==> src/rtl/countdown_alarm_timer.sv <==
// mm:ss countdown timer driven by the 1 ms tick, with alarm, ack and auto-stop timeout.
// Optional macro BUZZ_PATTERN_EN: 2 Hz beep pattern on buzz instead of a solid tone.
module countdown_alarm_timer #(
    parameter int TICKS_PER_SEC   = 1000,
    parameter int MAX_MIN         = 99,
    parameter int ALARM_TIMEOUT_S = 60
) (
    input  logic       clk,
    input  logic       reset,
    input  logic       ms_tick,
    input  logic       load,
    input  logic [6:0] load_min,
    input  logic [5:0] load_sec,
    input  logic       start,
    input  logic       pause,
    input  logic       ack,
    output logic [6:0] min,
    output logic [5:0] sec,
    output logic       running,
    output logic       expired,
    output logic       expired_pulse,
    output logic       buzz,
    output logic       missed
);

    localparam int MS_W = (TICKS_PER_SEC > 1) ? $clog2(TICKS_PER_SEC) : 1;
    localparam int AL_W = (ALARM_TIMEOUT_S > 1) ? $clog2(ALARM_TIMEOUT_S + 1) : 1;

    localparam logic [MS_W-1:0] MS_LAST = MS_W'(TICKS_PER_SEC - 1);
    localparam logic [MS_W-1:0] MS_ONE  = MS_W'(1);
    localparam logic [AL_W-1:0] AL_LAST = AL_W'(ALARM_TIMEOUT_S - 1);
    localparam logic [AL_W-1:0] AL_ONE  = AL_W'(1);
    localparam logic [6:0]      MIN_CAP = 7'(MAX_MIN);
    localparam logic [5:0]      SEC_CAP = 6'd59;

    localparam logic [1:0] S_IDLE  = 2'd0;
    localparam logic [1:0] S_RUN   = 2'd1;
    localparam logic [1:0] S_PAUSE = 2'd2;
    localparam logic [1:0] S_ALARM = 2'd3;

    logic [1:0]      state, state_nxt;
    logic [6:0]      min_nxt;
    logic [5:0]      sec_nxt;
    logic [MS_W-1:0] ms_cnt, ms_nxt;
    logic [AL_W-1:0] alarm_cnt, alarm_nxt;
    logic            missed_nxt;
    logic            pulse_nxt;
    logic            buzz_nxt;

    logic [6:0] load_min_sat;
    logic [5:0] load_sec_sat;
    logic       nonzero;

    assign load_min_sat = (load_min > MIN_CAP) ? MIN_CAP : load_min;
    assign load_sec_sat = (load_sec > SEC_CAP) ? SEC_CAP : load_sec;
    assign nonzero      = (min != 7'd0) || (sec != 6'd0);

    // Only inputs meaningful in the current state compete; priority is ack > load > pause > start.
    always_comb begin
        state_nxt  = state;
        min_nxt    = min;
        sec_nxt    = sec;
        ms_nxt     = ms_cnt;
        alarm_nxt  = alarm_cnt;
        missed_nxt = missed;
        pulse_nxt  = 1'b0;
        case (state)
            S_IDLE: begin
                if (load) begin
                    min_nxt    = load_min_sat;
                    sec_nxt    = load_sec_sat;
                    ms_nxt     = '0;
                    missed_nxt = 1'b0;
                end else if (start && nonzero) begin
                    state_nxt = S_RUN;
                end
            end
            S_RUN: begin
                if (pause) begin
                    state_nxt = S_PAUSE;
                end else if (ms_tick) begin
                    if (ms_cnt == MS_LAST) begin
                        ms_nxt = '0;
                        if (sec != 6'd0) begin
                            sec_nxt = sec - 6'd1;
                        end else begin
                            sec_nxt = SEC_CAP;
                            min_nxt = min - 7'd1;
                        end
                        // 00:01 is the only value that decrements to 00:00.
                        if (min == 7'd0 && sec == 6'd1) begin
                            state_nxt = S_ALARM;
                            pulse_nxt = 1'b1;
                            alarm_nxt = '0;
                        end
                    end else begin
                        ms_nxt = ms_cnt + MS_ONE;
                    end
                end
            end
            S_PAUSE: begin
                if (load) begin
                    min_nxt    = load_min_sat;
                    sec_nxt    = load_sec_sat;
                    ms_nxt     = '0;
                    missed_nxt = 1'b0;
                    state_nxt  = S_IDLE;
                end else if (start) begin
                    state_nxt = S_RUN;
                end
            end
            default: begin
                if (ack) begin
                    state_nxt = S_IDLE;
                    ms_nxt    = '0;
                    alarm_nxt = '0;
                end else if (ms_tick) begin
                    if (ms_cnt == MS_LAST) begin
                        ms_nxt = '0;
                        if (alarm_cnt == AL_LAST) begin
                            state_nxt  = S_IDLE;
                            missed_nxt = 1'b1;
                            alarm_nxt  = '0;
                        end else begin
                            alarm_nxt = alarm_cnt + AL_ONE;
                        end
                    end else begin
                        ms_nxt = ms_cnt + MS_ONE;
                    end
                end
            end
        endcase
    end

`ifdef BUZZ_PATTERN_EN
    localparam logic [MS_W-1:0] Q1 = MS_W'(TICKS_PER_SEC / 4);
    localparam logic [MS_W-1:0] Q2 = MS_W'(TICKS_PER_SEC / 2);
    localparam logic [MS_W-1:0] Q3 = MS_W'((3 * TICKS_PER_SEC) / 4);

    logic [1:0] quarter;

    // Even quarters of each alarm second are the "on" half of the beep.
    always_comb begin
        quarter = 2'd0;
        if (ms_nxt >= Q3)      quarter = 2'd3;
        else if (ms_nxt >= Q2) quarter = 2'd2;
        else if (ms_nxt >= Q1) quarter = 2'd1;
    end

    assign buzz_nxt = (state_nxt == S_ALARM) && !quarter[0];
`else
    assign buzz_nxt = (state_nxt == S_ALARM);
`endif

    always_ff @(posedge clk) begin
        if (reset) begin
            state         <= S_IDLE;
            min           <= 7'd0;
            sec           <= 6'd0;
            ms_cnt        <= '0;
            alarm_cnt     <= '0;
            running       <= 1'b0;
            expired       <= 1'b0;
            expired_pulse <= 1'b0;
            buzz          <= 1'b0;
            missed        <= 1'b0;
        end else begin
            state         <= state_nxt;
            min           <= min_nxt;
            sec           <= sec_nxt;
            ms_cnt        <= ms_nxt;
            alarm_cnt     <= alarm_nxt;
            running       <= (state_nxt == S_RUN);
            expired       <= (state_nxt == S_ALARM);
            expired_pulse <= pulse_nxt;
            buzz          <= buzz_nxt;
            missed        <= missed_nxt;
        end
    end

endmodule

==> config.mk <==
export PLATFORM = sky130hd
export DESIGN_NAME = countdown_alarm_timer
export DESIGN_NICKNAME = d
export VERILOG_FILES = /design/src/rtl/countdown_alarm_timer.sv
export SDC_FILE = /design/constraint.sdc
export NUM_CORES = 1
export LEC_CHECK = 0
export CAP_MARGIN = 10
export CELL_PAD_IN_SITES_DETAIL_PLACEMENT = 1
export CELL_PAD_IN_SITES_GLOBAL_PLACEMENT = 2
export CORE_AREA = 2 2 77 109
export DETAILED_ROUTE_END_ITERATION = 6
export DIE_AREA = 0 0 79 111
export PLACE_DENSITY = 0.76
export SETUP_SLACK_MARGIN = 0.2
export SLEW_MARGIN = 10
export SYNTH_ARGS = -nofsm -noshare
export SYNTH_HDL_FRONTEND = slang
export SYNTH_SLANG_ARGS = --single-unit
==> constraint.sdc <==
create_clock -name clk -period 1.9 [get_ports clk]
set_clock_uncertainty 0.1 [all_clocks]
set_input_delay 0.57 -clock clk [delete_from_list [all_inputs] [get_ports clk]]
set_output_delay 0.57 -clock clk [all_outputs]
set_load 0.01 [all_outputs]
==> results.py <==
metrics = {
    "run_status": {
        "status": "complete, no violations",
    },
    "layout": {
        "layout_common_cells": "buf_4, dfxtp_1, nor2_1, nand2_1, dlygate4sd2_1",
        "nNetsFinal": 397,
        "final_cell_area_sq_mm": 0.00370,
        "syn2layout_area_growth_pct": 72.7,
        "final_common_cell": "buf_4",
        "drive_gt1_frac": 0.402,
        "diodes": 0,
        "utilization": 0.468,
        "nFillCells": 922,
    },
    "setup_path": {
        "start_kind": "register",
        "reg2reg_depth": 9,
        "path_class": "reg2reg",
        "r2r_end": "alarm_cnt[4]$_SDFFE_PP0P_",
        "timing.rr.start": "ms_cnt[1]$_SDFFE_PP0P_",
        "r2r_setup_slack_ns": 0.06,
        "cpMostUsedCell": "buf_6",
        "end_kind": "register",
        "crit_chain": "ha_4 > and3_4 > buf_6 > nand3_4 > buf_6 > buf_12 > a21o_1 > a21oi_4 > a31oi_1",
        "cp.required_ns": 1.95,
        "max_stage_delay_ns": 0.35,
        "crit_fanout": 5,
        "cpMaxStageDelayCell": "dfxtp_2",
        "setup.worst_path.end": "alarm_cnt[4]$_SDFFE_PP0P_",
        "arrival_ns": 1.89,
        "cp-startpoint": "ms_cnt[1]$_SDFFE_PP0P_",
    },
    "power": {
        "switchingPower_mw": 0.712,
        "p_sw_frac": 0.304,
        "power_density_mw_per_mm2": 635,
        "power.leakage_nw": 1.52,
        "vdd_drop_max_v": 0.000333,
        "combPwrFrac": 0.316,
        "internal-power_mw": 1.63,
        "power_mw": 2.35,
        "p_seq_frac": 0.345,
        "p_clk_frac": 0.338,
    },
    "drt": {
        "drc": 0,
        "drt-initial-drc-count": 76,
        "drt_pass1_iterations": 4,
        "via_count": 2425,
        "routed_wl_mm": 7.55,
        "wl_per_cell_um": 16.0,
        "ant_nets": 0,
        "via_per_inst": 5.13,
    },
    "synthesis": {
        "syn-num-nets": 290,
        "seq_area_frac_synth": 0.327,
        "ys_ff_latch": 35,
        "syn_avg_cell_area_sq_um": 8.14,
        "yosysTopAreaCell": "dfxtp_1",
        "synth_area_leaders": "dfxtp_1, a21oi_1, a31oi_1, nor2_1, ha_1",
        "synth-edff-count": 0,
        "synth_top_cell_area_share": 0.327,
        "syn_inst": 263,
        "synth_area_sq_mm": 0.00214,
        "ys_warn_count": 0,
        "ys_types": 60,
        "ys.flop_type": "dfxtp_1",
        "async_reset_ff_frac": 0,
    },
    "global_routing": {
        "overflow": 0,
        "antenna_found_initial": 0,
        "grt_pass1_wl_mm": 12.4,
        "grt_pass1_vias": 2563,
        "track_usage": 0.178,
        "grt_max_degree": 17,
    },
    "floorplan": {
        "die_h_um": 111,
        "die_x_um": 79,
        "ios": 38,
        "core_sq_mm": 0.00791,
        "start_util": 0.271,
        "rows": 39,
        "floorplan.die_area_sq_mm": 0.00877,
    },
    "place": {
        "io_buffers": 37,
        "hpwl_mm": 5.06,
        "pre_cts_ws_ns": -0.495,
        "placement.cell_area_sq_mm": 0.00306,
        "gp_congestion": 0.776,
    },
    "timing": {
        "period_needed_ns": 1.84,
        "relSlewSlack": 0.767,
        "report.final.slew_viol_count": 0,
        "setup_viol": 0,
        "period_share": 0.966,
        "tightest_slew_ns": 0.347,
        "setup_ws_ns": 0.0647,
        "hold_viol_final": 0,
        "rsz0062_at_grt": "true",
        "fmax_ghz": 0.545,
    },
    "job": {
        "cap_violations": 0,
    },
    "clocking": {
        "cts_buffer_depth": 2,
        "clkSlewWorstSetupHoldPaths_ns": 0.05,
        "cts-root-buf": "clkbuf_16",
        "htreeDepth": 2,
        "clkLatencyLatePin_ns": 0.28,
        "cts_hold_buf": 0,
        "cts_buffers": 5,
        "cts_tree": "done",
        "numClockSinks": 35,
    },
    "worst_hold_path": {
        "min_path_type": "reg2reg",
    },
}
-- layout make-up --
type / instances / area (sq um) / share of cell area
inverter: 12 / 48.8 / 0.0132
clock inverter: 1 / 5.00 / 0.00135
multi-input combinational: 205 / 1630 / 0.442
tap: 102 / 128 / 0.0345
timing repair buffer: 111 / 1030 / 0.280
clock buffer: 7 / 133 / 0.0359
sequential: 35 / 713 / 0.193
-- cell usage after synthesis (3+ instances only) --
library cell and number:
ha_1 7, nand2b_1 9, a22oi_1 4, buf_2 3, nand3b_1 4, a211oi_1 3, nand3_1 7, nand4_1 4
o21ai_0 16, and3_1 6, inv_1 11, a41oi_1 3, nor2_1 25, nand2_1 21, and4_1 3, a21oi_1 21
nor3_1 8, a31oi_1 15, dfxtp_1 35, mux2i_1 7, clkbuf_1 4
-- power groups by stage --
stage	Clock, mW	Combinational, mW	Sequential [mW]
after floorplan	0	0.297	0.837
after global placement	0	0.607	0.818
after detailed placement	0	0.615	0.820
after CTS	0.815	0.686	0.806
after global routing	0.845	0.805	0.814
final	0.794	0.742	0.810
-- how the worst min path moves through the flow --
stage                           startpoint                     end  slack [ns]  cells after the start
finish                 missed$_SDFFE_PP0P_     missed$_SDFFE_PP0P_        0.39                      2
global placement    ms_cnt[9]$_SDFFE_PP0P_  ms_cnt[9]$_SDFFE_PP0P_        0.36                      1
global route           min[4]$_SDFFE_PP0P_     min[4]$_SDFFE_PP0P_        0.42                      2
CTS                 ms_cnt[9]$_SDFFE_PP0P_  ms_cnt[9]$_SDFFE_PP0P_        0.38                      1
floorplan           ms_cnt[9]$_SDFFE_PP0P_  ms_cnt[9]$_SDFFE_PP0P_        0.34                      1
detailed placement  ms_cnt[9]$_SDFFE_PP0P_  ms_cnt[9]$_SDFFE_PP0P_        0.37                      1
-- kinds of logic (layout without fill, tap and decap cells) --
family                     after synthesis  in the layout  synth area share
xor gates and xnor gates                 2              2           0.00819
and+or+nand+nor                        108            108             0.285
buffers and inverters                   24            131            0.0544
adders and majority gates                7              7            0.0409
AOI/OAI and AO/OA                       80             81             0.251
DFF                                     35             35             0.327
muxes                                    7              7            0.0327
-- per-layer routing --
metal | up-vias | track usage | share of wire | wire length [um]
li1 | 1190 | - | - | -
met1 | 1199 | 0.195 | 0.40 | 3010
met2 | 29 | 0.342 | 0.57 | 4270
met3 | 7 | 0.0228 | 0.021 | 158
met4 | 0 | 0.0586 | 0.015 | 111
met5 | - | 0 | 0 | 0
-- critical path: cells and delay by family (launching register included) --
family	cells	cell delay [ns]
compound gates	3	0.48
fa+ha+maj	1	0.14
buf+inv	3	0.36
flops	1	0.35
simple gates	2	0.27
-- state kept, by name, indices dropped and copies added (netlist names) --
register       flops
alarm_cnt          6
buzz               1
expired_pulse      1
min                7
missed             1
ms_cnt            10
running            1
sec                6
state              2
-- repair_timing --
item / in CTS / in global routing
resized for setup: 79 / 34
cloned: 3 / 0
setup buffers: 12 / 6
endpoints found under the setup margin: 53 / 41
pin swaps: 23 / 18
-- stage by stage --
step                TNS [ns]  cells  hold slack (ns)
floorplan                  0    263            0.341
global placement      -11.66    444            0.363
detailed placement    -12.54    444            0.369
CTS                        0    467            0.377
global route         -0.0248    473            0.421
finish                     0    473            0.389
Power figures use the tool's default switching activity.
